$ cat src/rtl/nes_fetch_queue.sv
// Variable-length 6502 fetch unit: reads one byte per request, assembles 1..3 byte
// instructions and buffers them in a small FIFO for the decoder.
module nes_fetch_queue #(
  parameter int unsigned                 MEM_ADDR_SIZE  = 16,
  parameter logic [MEM_ADDR_SIZE-1:0]    BOOT_ADDR      = 16'h0000,
  parameter int unsigned                 MAX_INSTR_SIZE = 3,
  parameter int unsigned                 QUEUE_DEPTH    = 2
) (
  input  logic                        clk,
  input  logic                        rst,
  output logic                        mem_rd_o,
  output logic [MEM_ADDR_SIZE-1:0]    mem_addr_o,
  input  logic [7:0]                  mem_rdata_i,
  input  logic                        mem_rvalid_i,
  input  logic                        redirect_i,
  input  logic [MEM_ADDR_SIZE-1:0]    redirect_pc_i,
  output logic                        instr_valid_o,
  input  logic                        instr_ready_i,
  output logic [MAX_INSTR_SIZE*8-1:0] instr_o,
  output logic [1:0]                  instr_len_o,
  output logic [MEM_ADDR_SIZE-1:0]    instr_pc_o
);

  localparam int unsigned IW      = MAX_INSTR_SIZE * 8;
  localparam int unsigned PTR_W   = (QUEUE_DEPTH > 1) ? $clog2(QUEUE_DEPTH) : 1;
  localparam int unsigned CNT_W   = $clog2(QUEUE_DEPTH + 1);
  localparam int unsigned ENTRY_W = MEM_ADDR_SIZE + 2 + IW;
  localparam logic [7:0]  NOP     = 8'hEA;

  typedef enum logic [1:0] {
    FETCH_OPCODE,
    FETCH_ABS_B0,
    FETCH_ABS_B1,
    FETCH_INSTR_READY
  } fetch_state_t;

  function automatic logic [1:0] instr_len(input logic [7:0] op);
    logic [2:0] bbb;
    bbb       = op[4:2];
    instr_len = 2'd2;
    case (op[1:0])
      2'b01: if (bbb inside {3'b011, 3'b110, 3'b111}) instr_len = 2'd3;
      2'b10: begin
        if (bbb inside {3'b010, 3'b100, 3'b110})  instr_len = 2'd1;
        else if (bbb inside {3'b011, 3'b111})     instr_len = 2'd3;
      end
      2'b00: begin
        if (bbb == 3'b000) begin
          if (op == 8'h20)                         instr_len = 2'd3;
          else if (op inside {8'h00, 8'h40, 8'h60}) instr_len = 2'd1;
        end else if (bbb inside {3'b010, 3'b110})  instr_len = 2'd1;
        else if (bbb inside {3'b011, 3'b111})      instr_len = 2'd3;
      end
      default: instr_len = 2'd1;
    endcase
  endfunction

  fetch_state_t             state_q, state_d;
  logic [MEM_ADDR_SIZE-1:0] pc_q, pc_d, ipc_q, ipc_d;
  logic                     pend_q, pend_d, drop_q, drop_d;
  logic [7:0]               op_q, op_d, b0_q, b0_d, b1_q, b1_d;
  logic [1:0]               len_q, len_d;

  logic [ENTRY_W-1:0]       q_mem [QUEUE_DEPTH];
  logic [PTR_W-1:0]         wr_ptr_q, rd_ptr_q;
  logic [CNT_W-1:0]         count_q;
  logic [ENTRY_W-1:0]       q_wdata;

  logic take, complete, push, issue, full, empty, pop;

  assign full  = (count_q == CNT_W'(QUEUE_DEPTH));
  assign empty = (count_q == '0);
  assign pop   = !empty && instr_ready_i && !redirect_i;
  assign take  = pend_q && mem_rvalid_i;

  function automatic logic [PTR_W-1:0] next_ptr(input logic [PTR_W-1:0] p);
    next_ptr = (p == PTR_W'(QUEUE_DEPTH - 1)) ? '0 : p + PTR_W'(1);
  endfunction

  always_comb begin
    state_d  = state_q;
    pc_d     = pc_q;
    pend_d   = pend_q;
    drop_d   = drop_q;
    op_d     = op_q;
    b0_d     = b0_q;
    b1_d     = b1_q;
    ipc_d    = ipc_q;
    len_d    = len_q;
    complete = 1'b0;
    push     = 1'b0;
    issue    = 1'b0;
    if (redirect_i) begin
      state_d = FETCH_OPCODE;
      pc_d    = redirect_pc_i;
      // A read still in flight must be swallowed when it finally returns.
      pend_d  = pend_q && !mem_rvalid_i;
      drop_d  = pend_q && !mem_rvalid_i;
    end else begin
      if (take) begin
        pend_d = 1'b0;
        drop_d = 1'b0;
        if (!drop_q) begin
          unique case (state_q)
            FETCH_OPCODE: begin
              op_d  = mem_rdata_i;
              b0_d  = '0;
              b1_d  = '0;
              ipc_d = pc_q - MEM_ADDR_SIZE'(1);
              len_d = instr_len(mem_rdata_i);
              if (len_d == 2'd1) complete = 1'b1;
              else               state_d  = FETCH_ABS_B0;
            end
            FETCH_ABS_B0: begin
              b0_d = mem_rdata_i;
              if (len_q == 2'd2) complete = 1'b1;
              else               state_d  = FETCH_ABS_B1;
            end
            FETCH_ABS_B1: begin
              b1_d     = mem_rdata_i;
              complete = 1'b1;
            end
            default: ;
          endcase
        end
      end
      if (complete || state_q == FETCH_INSTR_READY) begin
        if (!full || pop) begin
          push    = 1'b1;
          state_d = FETCH_OPCODE;
        end else begin
          state_d = FETCH_INSTR_READY;
        end
      end
      // Back-to-back issue is allowed in the cycle the previous byte returns.
      if (state_q != FETCH_INSTR_READY && state_d != FETCH_INSTR_READY &&
          (!pend_q || (take && !drop_q))) begin
        issue  = 1'b1;
        pend_d = 1'b1;
        pc_d   = pc_q + MEM_ADDR_SIZE'(1);
      end
    end
  end

  assign q_wdata    = {ipc_d, len_d, IW'({b1_d, b0_d, op_d})};
  assign mem_rd_o   = issue && !rst;
  assign mem_addr_o = pc_q;

  always_ff @(posedge clk) begin
    if (rst) begin
      state_q <= FETCH_OPCODE;
      pc_q    <= BOOT_ADDR;
      pend_q  <= 1'b0;
      drop_q  <= 1'b0;
      op_q    <= NOP;
      b0_q    <= '0;
      b1_q    <= '0;
      ipc_q   <= '0;
      len_q   <= 2'd1;
    end else begin
      state_q <= state_d;
      pc_q    <= pc_d;
      pend_q  <= pend_d;
      drop_q  <= drop_d;
      op_q    <= op_d;
      b0_q    <= b0_d;
      b1_q    <= b1_d;
      ipc_q   <= ipc_d;
      len_q   <= len_d;
    end
  end

  always_ff @(posedge clk) begin
    if (rst || redirect_i) begin
      wr_ptr_q <= '0;
      rd_ptr_q <= '0;
      count_q  <= '0;
    end else begin
      if (push) wr_ptr_q <= next_ptr(wr_ptr_q);
      if (pop)  rd_ptr_q <= next_ptr(rd_ptr_q);
      count_q <= count_q + CNT_W'(push) - CNT_W'(pop);
    end
  end

  always_ff @(posedge clk) begin
    if (push) q_mem[wr_ptr_q] <= q_wdata;
  end

  always_comb begin
    instr_valid_o = !empty;
    instr_o       = IW'(NOP);
    instr_len_o   = 2'd1;
    instr_pc_o    = '0;
    if (!empty) {instr_pc_o, instr_len_o, instr_o} = q_mem[rd_ptr_q];
  end

endmodule

$ cat config.mk
export PLATFORM = sky130hd
export DESIGN_NAME = nes_fetch_queue
export DESIGN_NICKNAME = d
export VERILOG_FILES = /design/src/rtl/nes_fetch_queue.sv
export SDC_FILE = /design/constraint.sdc
export NUM_CORES = 1
export LEC_CHECK = 0
export BUFFER_PORTS_ARGS = -buffer_cell sky130_fd_sc_hd__buf_2
export CAP_MARGIN = 25
export CORE_MARGIN = 2
export CORE_UTILIZATION = 49
export CTS_BUF_LIST = sky130_fd_sc_hd__clkbuf_16
export DETAILED_ROUTE_END_ITERATION = 10
export GPL_TIMING_DRIVEN = 0
export PLACE_DENSITY_LB_ADDON = 0.12
export SLEW_MARGIN = 20
export SYNTH_ARGS = -nofsm -noshare
export SYNTH_HDL_FRONTEND = slang
export SYNTH_SLANG_ARGS = --single-unit
$ cat constraint.sdc
create_clock -name clk -period 7.1 [get_ports clk]
set_clock_uncertainty 0.05 [all_clocks]
set_input_delay 1.42 -clock clk [delete_from_list [all_inputs] [get_ports clk]]
set_output_delay 1.42 -clock clk [all_outputs]
set_load 0.01 [all_outputs]
After elaboration in Yosys (flattened, before gate mapping)

Memories as Yosys holds them, arrays and structs flattened. A register that Yosys moved wholly into a read port is not among the register bits.
Cells that the tools add are included.

Add/sub/neg operators: 6
Equality and inequality tests: 18
Multiplexer cells: 66
Reductions and logical operators: 33

Operators by type and width:

| operator                                                              | number |
|---|---|
| 16-bit two-way mux                                                    | 7 |
| 8-bit two-way mux                                                     | 10 |
| 2-bit two-way mux                                                     | 21 |
| 8-bit case mux with 2 select lines                                    | 2 |
| 24-bit two-way mux                                                    | 1 |
| 1-bit two-way mux                                                     | 22 |
| 16-bit by 1-bit adder with 16-bit output (second input constant)      | 1 |
| 8-bit by 7-bit == test with 1-bit output (second input constant)      | 2 |
| 16-bit by 1-bit subtractor with 16-bit output (second input constant) | 1 |
| 3-bit nonzero test                                                    | 4 |
| 2-bit == test (second input constant)                                 | 5 |
| 3-bit == test (second input constant)                                 | 3 |
| 8-bit by 6-bit == test with 1-bit output (second input constant)      | 1 |
| 1-bit logical AND                                                     | 8 |
| 8-bit zero test                                                       | 1 |
| 2-bit nonzero test                                                    | 4 |
| 1-bit zero test                                                       | 7 |
| 2-bit by 1-bit == test with 1-bit output (second input constant)      | 3 |
| 3-bit by 2-bit == test with 1-bit output (second input constant)      | 2 |
| 2-bit zero test                                                       | 3 |
| 2-bit case mux with 3 select lines                                    | 1 |
| 1-bit logical OR                                                      | 4 |
| 2-bit inequality test (second input constant)                         | 2 |
| 2-bit case mux with 2 select lines                                    | 1 |
| other kinds (6)                                                       | 7 |

Bits in registers: 66
Memory bits (writable): 84
Input port bits: 29
Memories kept: 1

Memories:

| name  | depth | bits a word | read ports | clocked after Yosys merged registers in | wr ports | line | source |
|---|---|---|---|---|---|---|---|
| q_mem | 2     | 42          | 1          | 1                                       | 1        | 64   | `logic [ENTRY_W-1:0] q_mem [QUEUE_DEPTH];` |

Logic depth before layout (Yosys ltp)

Gate-level depths: netlist of the first run.

Depth in word-level cells: 25
Gate-level depth with buffers: 12
Depth with buffers taken out: 12

Worst setup path after synthesis of the first run

No wires, ideal clock.

Path kind: input to register
Start point: input mem_rdata_i[1]
End point: memory q_mem[0][0] in the netlist's numbering (enable)
Library setup time: 0.502 ns
Arrival: 5.562 ns
Required time: 6.548 ns
Path slack: 0.986 ns
Cell stages on the path: 6
Buffers on the path: 0
Cells stage by stage: nor3b_2 > o31ai_1 > a21oi_1 > nor2_1 > o221a_2 > nor3b_1

Longest elaborated chain between the ends: 21

RTL lines:

| what                                                                        | line | source |
|---|---|---|
| start: declaration                                                          | 13   | `input logic [7:0] mem_rdata_i,` |
| 8-bit by 7-bit == test with 1-bit output or 8-bit zero test (tied branches) | 50   | `else if (op inside {8'h00, 8'h40, 8'h60}) instr_len = 2'd1;` |
| 3-bit nonzero test                                                          | 50   |  |
| 2-bit two-way mux                                                           | 50   |  |
| 2-bit two-way mux                                                           | 49   | `if (op == 8'h20) instr_len = 2'd3;` |
| 2-bit two-way mux                                                           | 48   | `if (bbb == 3'b000) begin` |
| 2-bit case mux with 3 select lines *                                        | 41   | `case (op[1:0])` |
| 2-bit two-way mux *                                                         | 104  | `unique case (state_q)` |
| 2-bit two-way mux *                                                         | 103  | `if (!drop_q) begin` |
| [... 5 more ...]                                                            | -    |  |
| 1-bit two-way mux *                                                         | 103  |  |
| 1-bit two-way mux *                                                         | 100  | `if (take) begin` |
| 1-bit two-way mux *                                                         | 93   | `if (redirect_i) begin` |
| 1-bit logical OR *                                                          | 127  | `if (complete \|\| state_q == FETCH_INSTR_READY) begin` |
| 1-bit two-way mux *                                                         | 127  |  |
| 1-bit two-way mux *                                                         | 93   |  |
| 1-bit two-way mux *                                                         | 186  | `if (push) q_mem[wr_ptr_q] <= q_wdata;` |
| 1-bit two-way mux (not written as such) *                                   | 186  |  |
| end: declaration                                                            | 64   |  |

Mark *: on every way between the ends. The rest lies on a longest branch, timed or not. The select of a mux whose other input is x is not followed.

Worst setup path after layout of the first run

Start point: input mem_rdata_i[1]
End point: output mem_rd_o

Longest elaborated chain between the ends: 25

RTL lines:

| what                                                                        | line | source |
|---|---|---|
| 8-bit by 7-bit == test with 1-bit output or 8-bit zero test (tied branches) | 50   |  |
| 3-bit nonzero test                                                          | 50   |  |
| 2-bit two-way mux                                                           | 50   |  |
| 2-bit two-way mux                                                           | 49   |  |
| 2-bit two-way mux                                                           | 48   |  |
| 2-bit case mux with 3 select lines *                                        | 41   |  |
| 2-bit two-way mux *                                                         | 104  |  |
| 2-bit two-way mux *                                                         | 103  |  |
| [... 8 more ...]                                                            | -    |  |
| 1-bit logical OR                                                            | 127  |  |
| 2-bit two-way mux *                                                         | 127  |  |
| 2-bit two-way mux *                                                         | 93   |  |
| 2-bit inequality test *                                                     | 136  | `if (state_q != FETCH_INSTR_READY && state_d != FETCH_INSTR_READY &&` |
| 1-bit logical AND * (2 in series)                                           | 136  |  |
| 1-bit two-way mux *                                                         | 136  |  |
| 1-bit two-way mux *                                                         | 93   |  |
| 1-bit logical AND *                                                         | 146  | `assign mem_rd_o = issue && !rst;` |
| end: declaration                                                            | 11   | `output logic mem_rd_o,` |

Marks and branches as above.

==> results.cfg, run 1 <==
[route]
first_pass_iters = 5
totalWireLength_mm = 14.7
drtIter0Drc = 278
wl_per_cell_um = 16.0
num_vias = 4873
drc = 0
ant_nets = 0
vias_per_cell = 5.30

[synth]
yosysWarnings = 0
synth_top_flop_cell = edfxtp_1
synthArstFlopShare = 0
syn_nets = 651
netlist_instances = 618
yosysUniqueCellTypes = 56
synth_edf_count = 84
ys_ff_latch = 151
avgSynthCellArea_sq_um = 10.7
netlist_area_sq_um = 6610
synth-seq-area-share = 0.585

[layout]
final_area_sq_um = 7950
fin_nets = 763
n_antenna_cell = 0
fill_cells = 1107
finish.utilization = 0.603
stdcell_count = 919
multi_input_area_sq_um = 2550
seq_area_sq_um = 3860
area_delta_synth_final_pct = 20.3
drive_above_1_share = 0.198

[place]
io_buffers = 87
numPlacedInstances = 887
place_area_sq_um = 7330
place_hpwl_mm = 10.7
routabilityCongestion = 0.831

[floorplanning]
dieArea_sq_um = 14400
start_util = 0.501
die_w_um = 120
die_h_um = 120
row_count = 42
core-area_sq_um = 13200
pin_count = 89

[clock_network]
hold_buffers = 0
clk_pin_slew_worst_paths_ps = 60
htreeDepth = 4
cts-root-buf = clkbuf_16
numCtsBuffers = 17
clk_latency_ps = 420
tritoncts = done
post_cts_buffers = 0
cts_sinks = 151
clockBufferDepth = 2
cts_resized = 0

[power]
p_int_mw = 1.54
p_sw_uw = 447
peakVddDrop_mv = 0.115
swShare = 0.225
leakage_nw = 2.92
pwr-share-comb = 0.067
seqPwrFrac = 0.474
clkPwrFrac = 0.459
cellPowerDensity_nw_per_um2 = 250

[global_routing]
first_global_vias = 4660
grt_pass1_wl_mm = 23.7
grt_max_degree = 29
track_usage = 0.214
antenna_found_initial = 0
grt-ovfl-total = 0

[worst_setup_path]
cpMostUsedCell = buf_2
cp.required_ps = 5630
max_stage_delay_ps = 570
cp.arrival_ps = 3180
worstPathCellList = buf_2 -> nor3b_2 -> o31ai_1 -> a211oi_2 -> o21ai_2 -> nor2_1 -> buf_2
cp-end-kind = output pin
crit_slowest_cell = o31ai_1
start_kind = input pin
worstPathMaxFanout = 8
criticalPathCategory = in2out

[timing]
timing.final.crit_period_ps = 4650
fin_tns_setup_ps = 0
hold_viol_final = 0
grt_setup_unrepaired = false
worstMarginPinSlew_ps = 959
setup_viol = 0
slew_headroom = 0.358
fmaxAchievable_mhz = 215
final_max_slew_viol_count = 0
finalCritPeriodShare = 0.655
holdWs_ps = 419

[job]
cap_violations = 0

[outcome]
status = finished clean

[hold_path]
hp-class = reg2reg
## path summary, 6_finish.rpt
path             startpoint          to  slack [ps]  cells past startpoint
max reg2reg      count_q[0]  count_q[1]        4190                     10
min                 op_q[2]     op_q[2]         420                      2
min reg2reg         op_q[2]     op_q[2]         420                      2
max          mem_rdata_i[1]    mem_rd_o        2450                      7
## power by group through the flow
stage          combinational, mW  sequential, mW  clock, mW
6_report                   0.133           0.943      0.913
5_1_grt                    0.146           0.945      0.962
4_1_cts                    0.132           0.943      0.925
3_5_place_dp               0.130           0.962          0
3_3_place_gp               0.127           0.962          0
2_1_floorplan             0.0834           0.962          0
## metrics by stage
stage	total power, mW	worst slack, ps
floorplan	1.05	986
detailed placement	1.09	2460
CTS	2.00	2440
global placement	1.09	-1220
global route	2.05	2340
finish	1.99	2450
## cell families after synthesis
logic type                 Yosys count  synth area share
and+or+nand+nor                    250             0.181
DFF                                151             0.585
AOI/OAI and AO/OA                   90            0.0895
buffers and inverters               49            0.0307
adders and majority gates            4           0.00757
xor gates and xnor gates            28            0.0371
muxes                               46            0.0697
## flip-flops by register name, summed over array words and instances, names as in the netlist, named ones only
signal      count
b0_q            8
b1_q            8
count_q         2
drop_q          1
ipc_q          16
len_q           2
mem_addr_o     16
op_q            8
pend_q          1
q_mem          84
rd_ptr_q        1
state_q         2
wr_ptr_q        1
## layer usage
metal,track usage,part of all wire,vias to the layer above
met5,0,0,-
met4,0.0713,0.017,0
met3,0.0532,0.045,23
met2,0.332,0.47,124
met1,0.294,0.47,2342
li1,-,-,2384
## layout make-up
type | instances | share of cell area
clock inverters | 13 | 0.0179
clock buffers | 19 | 0.0598
multi-input cells | 418 | 0.321
inverters | 8 | 0.00378
repair buffers | 93 | 0.0625
flip-flops and latches | 151 | 0.486
plain buffers | 41 | 0.0217
well taps | 176 | 0.0277
## placed cells by master (no fill, tap or decap), types with 3 or more instances in the layout
master      synthesis  routed
or4_1               3       3
o21ai_0            20      20
dfxtp_1            67      67
buf_1               5       5
clkbuf_16           0      19
o31ai_1             4       4
or2_1               5       5
nand2b_1            3       3
a21oi_1            16      16
o21ai_1            15      15
nand3_1             6       6
nor2b_1            37      37
nor3b_2             2       3
clkbuf_1           31      31
nor3_1              5       5
a211oi_1           14      14
mux2i_1            46      46
xnor2_1            26      26
a31oi_1             4       4
nor2_1             75      75
inv_1               5       6
buf_2               3      90
ha_1                4       4
buf_4               0       4
clkinv_4            0       3
edfxtp_1           84      84
clkinvlp_4          0       4
nand4_1             6       6
or2_2               3       3
buf_6               2       3
nor4_1              5       5
nand2_1            85      85
## critical path, delay by kind of cell
family | cells | cell delay, ps
compound gates | 3 | 1170
buf+inv | 2 | 310
simple gates | 2 | 260
## synth_stat cells (4+ instances only)
master | number | area share
buf_1 | 5 | 0.0028
mux2i_1 | 46 | 0.070
nand2_1 | 85 | 0.048
inv_1 | 5 | 0.0028
o31ai_1 | 4 | 0.0045
o21ai_1 | 15 | 0.011
nor2b_1 | 37 | 0.035
nand4_1 | 6 | 0.0057
clkbuf_1 | 31 | 0.018
a211oi_1 | 14 | 0.016
edfxtp_1 | 84 | 0.38
nor4_1 | 5 | 0.0047
o21ai_0 | 20 | 0.015
xnor2_1 | 26 | 0.034
nand3_1 | 6 | 0.0045
a21oi_1 | 16 | 0.012
ha_1 | 4 | 0.0076
nor2_1 | 75 | 0.043
nor3_1 | 5 | 0.0038
or2_1 | 5 | 0.0047
a31oi_1 | 4 | 0.0038
dfxtp_1 | 67 | 0.20
No activity file was read; power rests on OpenSTA's default activity.
==> inputs of run 2 (changes only) <==
==> constraint.sdc (replaced) <==
create_clock -name clk -period 3.78 [get_ports clk]
set_clock_uncertainty 0.05 [all_clocks]
set_input_delay 0.756 -clock clk [delete_from_list [all_inputs] [get_ports clk]]
set_output_delay 0.756 -clock clk [all_outputs]
set_load 0.01 [all_outputs]
==> run 2 against run 1 <==
Against the previous run:
- worst setup slack worse by 1900 ps
- largest power group unchanged
- critical path type unchanged
- sequential power up 88%
- design area down 0.91%
- first-iteration DRC count down 5.8%
- highest routed layer unchanged
- cell count down 0.33%
==> results.cfg, run 2 (synthesis results as in run 1) <==
[outcome]
status = finished clean

[timing]
setup_viol = 0
holdWs_ps = 423
grt_setup_unrepaired = false
finalCritPeriodShare = 0.866
slew_headroom = 0.339
timing.final.crit_period_ps = 3280
fmaxAchievable_mhz = 305
worstMarginPinSlew_ps = 988
fin_tns_setup_ps = 0
hold_viol_final = 0
final_max_slew_viol_count = 0

[layout]
top_register = q_mem
layout_common_cells = buf_2 (90), nand2_1 (85), edfxtp_1 (84)
drive_above_1_share = 0.186
fill_cells = 1151
layout_commonest_cell = buf_2
final_area_sq_um = 7880
largest_reg_flops = 84
n_antenna_cell = 0
seq_area_sq_um = 3860
area_delta_synth_final_pct = 19.2
fin_nets = 761
multi_input_area_sq_um = 2560

[floorplanning]
start_util = 0.501
die_w_um = 120
core-area_sq_um = 13200
row_count = 42
pin_count = 89
dieArea_sq_um = 14400
die_h_um = 120

[clock_network]
htreeDepth = 4
tritoncts = done
clockBufferDepth = 2
post_cts_buffers = 0
clk_latency_ps = 420
cts_resized = 0
hold_buffers = 0
numCtsBuffers = 17
cts_sinks = 151
clk_pin_slew_worst_paths_ps = 60
cts-root-buf = clkbuf_16

[route]
wl_per_cell_um = 16.0
ant_nets = 0
totalWireLength_mm = 14.7
drtIter0Drc = 262
drc = 0
num_vias = 4865
vias_per_cell = 5.31
first_pass_iters = 5

[hold_path]
hp-start = op_q[2]
hp-class = reg2reg
min_to = op_q[2]
holdPathStages = 2

[global_routing]
antenna_found_initial = 0
grt_pass1_wl_mm = 23.2
grt-ovfl-total = 0
grt_max_degree = 28
track_usage = 0.208
first_global_vias = 4589

[job]
cap_violations = 0

[worst_setup_path]
cp.arrival_ps = 2470
rr_endpoint = count_q[1]
start_kind = input pin
worstPathMaxFanout = 8
r2r_setup_slack_ps = 850
cp.required_ps = 2970
cp-end-kind = output pin
criticalPathCategory = in2out
worstReg2RegStart = count_q[0]
reg2reg_depth = 10

[power]
cellPowerDensity_nw_per_um2 = 454
p_total_mw = 3.58
peakVddDrop_mv = 0.337
leakage_nw = 2.90

[place]
place_hpwl_mm = 10.7
place_area_sq_um = 7330
routabilityCongestion = 0.870
io_buffers = 87
==> run 2: cell types whose count changed in the layout (fill, tap and decap cells not counted), moves of 3 or more <==
cell / change
clkinvlp_4: -3
inv_1: +3
clkinv_1: +3
buf_4: -4
==> run 2: final cells by class <==
type / count / area share
Sequential cell: 151 / 0.490
Multi-Input combinational cell: 418 / 0.324
Timing Repair Buffer: 91 / 0.0621
Clock buffer: 17 / 0.0540
Tap cell: 176 / 0.0279
Buffer: 41 / 0.0219
Clock inverter: 14 / 0.0154
Inverter: 8 / 0.00381
==> run 2: metal layers <==
metal	vias to the layer above	wire (um)	global-route usage
li1	2379	-	-
met1	2318	7000	0.285
met2	153	6790	0.329
met3	15	756	0.0528
met4	0	148	0.0574
met5	-	0	0
==> run 2: where the power goes <==
| group | internal (mW) | total [mW] | switching (mW) |
|---|---|---|---|
| registers | 1.75 | 1.77 | 0.0229 |
| clock network | 0.948 | 1.56 | 0.610 |
| logic | 0.0930 | 0.248 | 0.155 |
| total | 2.79 | 3.58 | 0.788 |
==> run 2: stage by stage <==
step	setup WS, ps	instances	utilization
after floorplan	387	618	-
after global placement	-592	881	0.552
after detailed placement	380	885	0.556
after CTS	510	916	0.597
after global routing	395	916	0.597
final	505	916	0.597
==> run 2: critical path, stage by stage <==
cell and delay, ps:
buf_2 150, nor3b_2 160, o31ai_1 530, a211oi_2 230, o21ai_2 370, nor2_1 110, buf_2 160
==> run 2: worst max-delay path by stage <==
stage | start | to | cells after the start
after global routing | mem_rdata_i[1] | mem_rd_o | 7
after CTS | mem_rdata_i[1] | mem_rd_o | 7
after floorplan | mem_rdata_i[1] | q_mem[0][0] | 6
final | mem_rdata_i[1] | mem_rd_o | 7
after detailed placement | mem_rdata_i[1] | q_mem[0][34] | 9
after global placement | mem_rdata_i[1] | q_mem[0][32] | 7
==> inputs of run 3 (changes only) <==
--- a/config.mk
+++ b/config.mk
@@ -10,9 +10,10 @@
 export CORE_MARGIN = 2
 export CORE_UTILIZATION = 49
 export CTS_BUF_LIST = sky130_fd_sc_hd__clkbuf_16
+export CTS_CLUSTER_DIAMETER = 120
 export DETAILED_ROUTE_END_ITERATION = 10
 export GPL_TIMING_DRIVEN = 0
-export PLACE_DENSITY_LB_ADDON = 0.12
+export PLACE_DENSITY = 0.78
 export SLEW_MARGIN = 20
 export SYNTH_ARGS = -nofsm -noshare
 export SYNTH_HDL_FRONTEND = slang
==> run 3 against run 2 <==
Against the previous run:
- die area is the same
- fmax shrank 0.29%
- core utilization fell by 0.057 points
- flip-flop and latch count unchanged
- power fell by 2.7%
- critical path type unchanged
==> results.cfg, run 3 (synthesis results as in run 1) <==
[clock_network]
hold_buffers = 0
htreeDepth = 4
clk_pin_slew_worst_paths_ps = 60
cts_sinks = 151
numCtsBuffers = 17
tritoncts = done
cts_resized = 0
post_cts_buffers = 0
cts-root-buf = clkbuf_16
clockBufferDepth = 2
clk_latency_ps = 420

[global_routing]
track_usage = 0.208
first_global_vias = 4832
grt_pass1_wl_mm = 23.4
antenna_found_initial = 0
grt-ovfl-total = 0
grt_max_degree = 29

[floorplanning]
dieArea_sq_um = 14400
start_util = 0.501
die_w_um = 120
die_h_um = 120
pin_count = 89
row_count = 42
core-area_sq_um = 13200

[worst_setup_path]
crit_slowest_cell = o31ai_1
start_kind = input pin
worst-path-buf-inv = 2
cp.arrival_ps = 2480
cpMostUsedCell = buf_2
criticalPathCategory = in2out
cp.required_ps = 2970
worstPathMaxFanout = 8
worstPathCellList = buf_2 -> nor3b_2 -> o31ai_1 -> a211oi_2 -> o21ai_2 -> nor2_1 -> buf_2
cp-end-kind = output pin
max_stage_delay_ps = 520
critPathTopFamily = compound AO/OA/AOI/OAI gates

[power]
peakVddDrop_mv = 0.244
cellPowerDensity_nw_per_um2 = 443
leakage_nw = 2.88
p_total_mw = 3.48

[route]
vias_per_cell = 5.38
drtIter0Drc = 290
ant_nets = 0
num_vias = 4935
drc = 0
totalWireLength_mm = 14.8
first_pass_iters = 5
wl_per_cell_um = 16.1

[timing]
fmaxAchievable_mhz = 304
setup_viol = 0
hold_viol_final = 0
grt_setup_unrepaired = false
finalCritPeriodShare = 0.869
timing.final.crit_period_ps = 3280
slew_headroom = 0.403
final_max_slew_viol_count = 0
worstMarginPinSlew_ps = 895
fin_tns_setup_ps = 0

[job]
cap_violations = 0

[place]
routabilityCongestion = 0.886
place_area_sq_um = 7360
numPlacedInstances = 885
place_hpwl_mm = 10.6
io_buffers = 87

[layout]
largest_reg_flops = 84
stdcell_count = 917
top_register = q_mem
layout_common_cells = buf_2 (90), nand2_1 (85), edfxtp_1 (84)
final_area_sq_um = 7870
drive_above_1_share = 0.194
n_antenna_cell = 0
layout_commonest_cell = buf_2
area_delta_synth_final_pct = 19.1
finish.utilization = 0.597
fin_nets = 761

[hold_path]
hp-class = reg2reg

[outcome]
status = finished clean
run 3: changes by cell type in the layout (fill, tap and decap cells not counted), sizes merged:
cell / previous run / this run
clkinvlp: 1 / 4
bufinv: 2 / 0
clkinv: 8 / 10
inv: 11 / 9
run 3: worst min-delay path, stage by stage, from the launching register on:
cell	delay, ps
dfxtp_1	300
nand2_1	60
a21oi_1	60
run 3: final timing paths:
check / from / end / slack (ps) / cells after the start
setup / recovery: mem_rdata_i[1] / mem_rd_o / 500 / 7
hold / removal: op_q[2] / op_q[2] / 420 / 2
setup reg to reg: count_q[0] / count_q[1] / 910 / 10
hold reg to reg: op_q[2] / op_q[2] / 420 / 2
run 3: report_power, final:
group	internal (mW)	switching, mW	leakage [nW]
combinational	0.0935	0.157	1.25
sequential	1.75	0.0226	1.37
clock	0.825	0.636	0.253
total	2.67	0.816	2.88
run 3: layer usage:
layer	GRT usage	share of wire	vias up
li1	-	-	2375
met4	0.0824	0.023	0
met1	0.261	0.42	2334
met2	0.342	0.49	197
met5	0	0	-
met3	0.0580	0.065	29
run 3: cell type report:
| cell class | instances | area (sq um) |
|---|---|---|
| plain buffers | 41 | 173 |
| clock buffers | 17 | 425 |
| clock inverters | 15 | 90.1 |
| fillers | 1052 | 5320 |
| inverters | 8 | 30.0 |
| multi-input cells | 418 | 2560 |
| flip-flops and latches | 151 | 3860 |
| well taps | 176 | 220 |
| repair buffers | 91 | 513 |
run 3: through the flow:
step                worst slack, ps  hold slack, ps
finish                          495             418
detailed placement              473             410
global placement               -482             402
global route                    397             466
CTS                             539             418
floorplan                       387             394
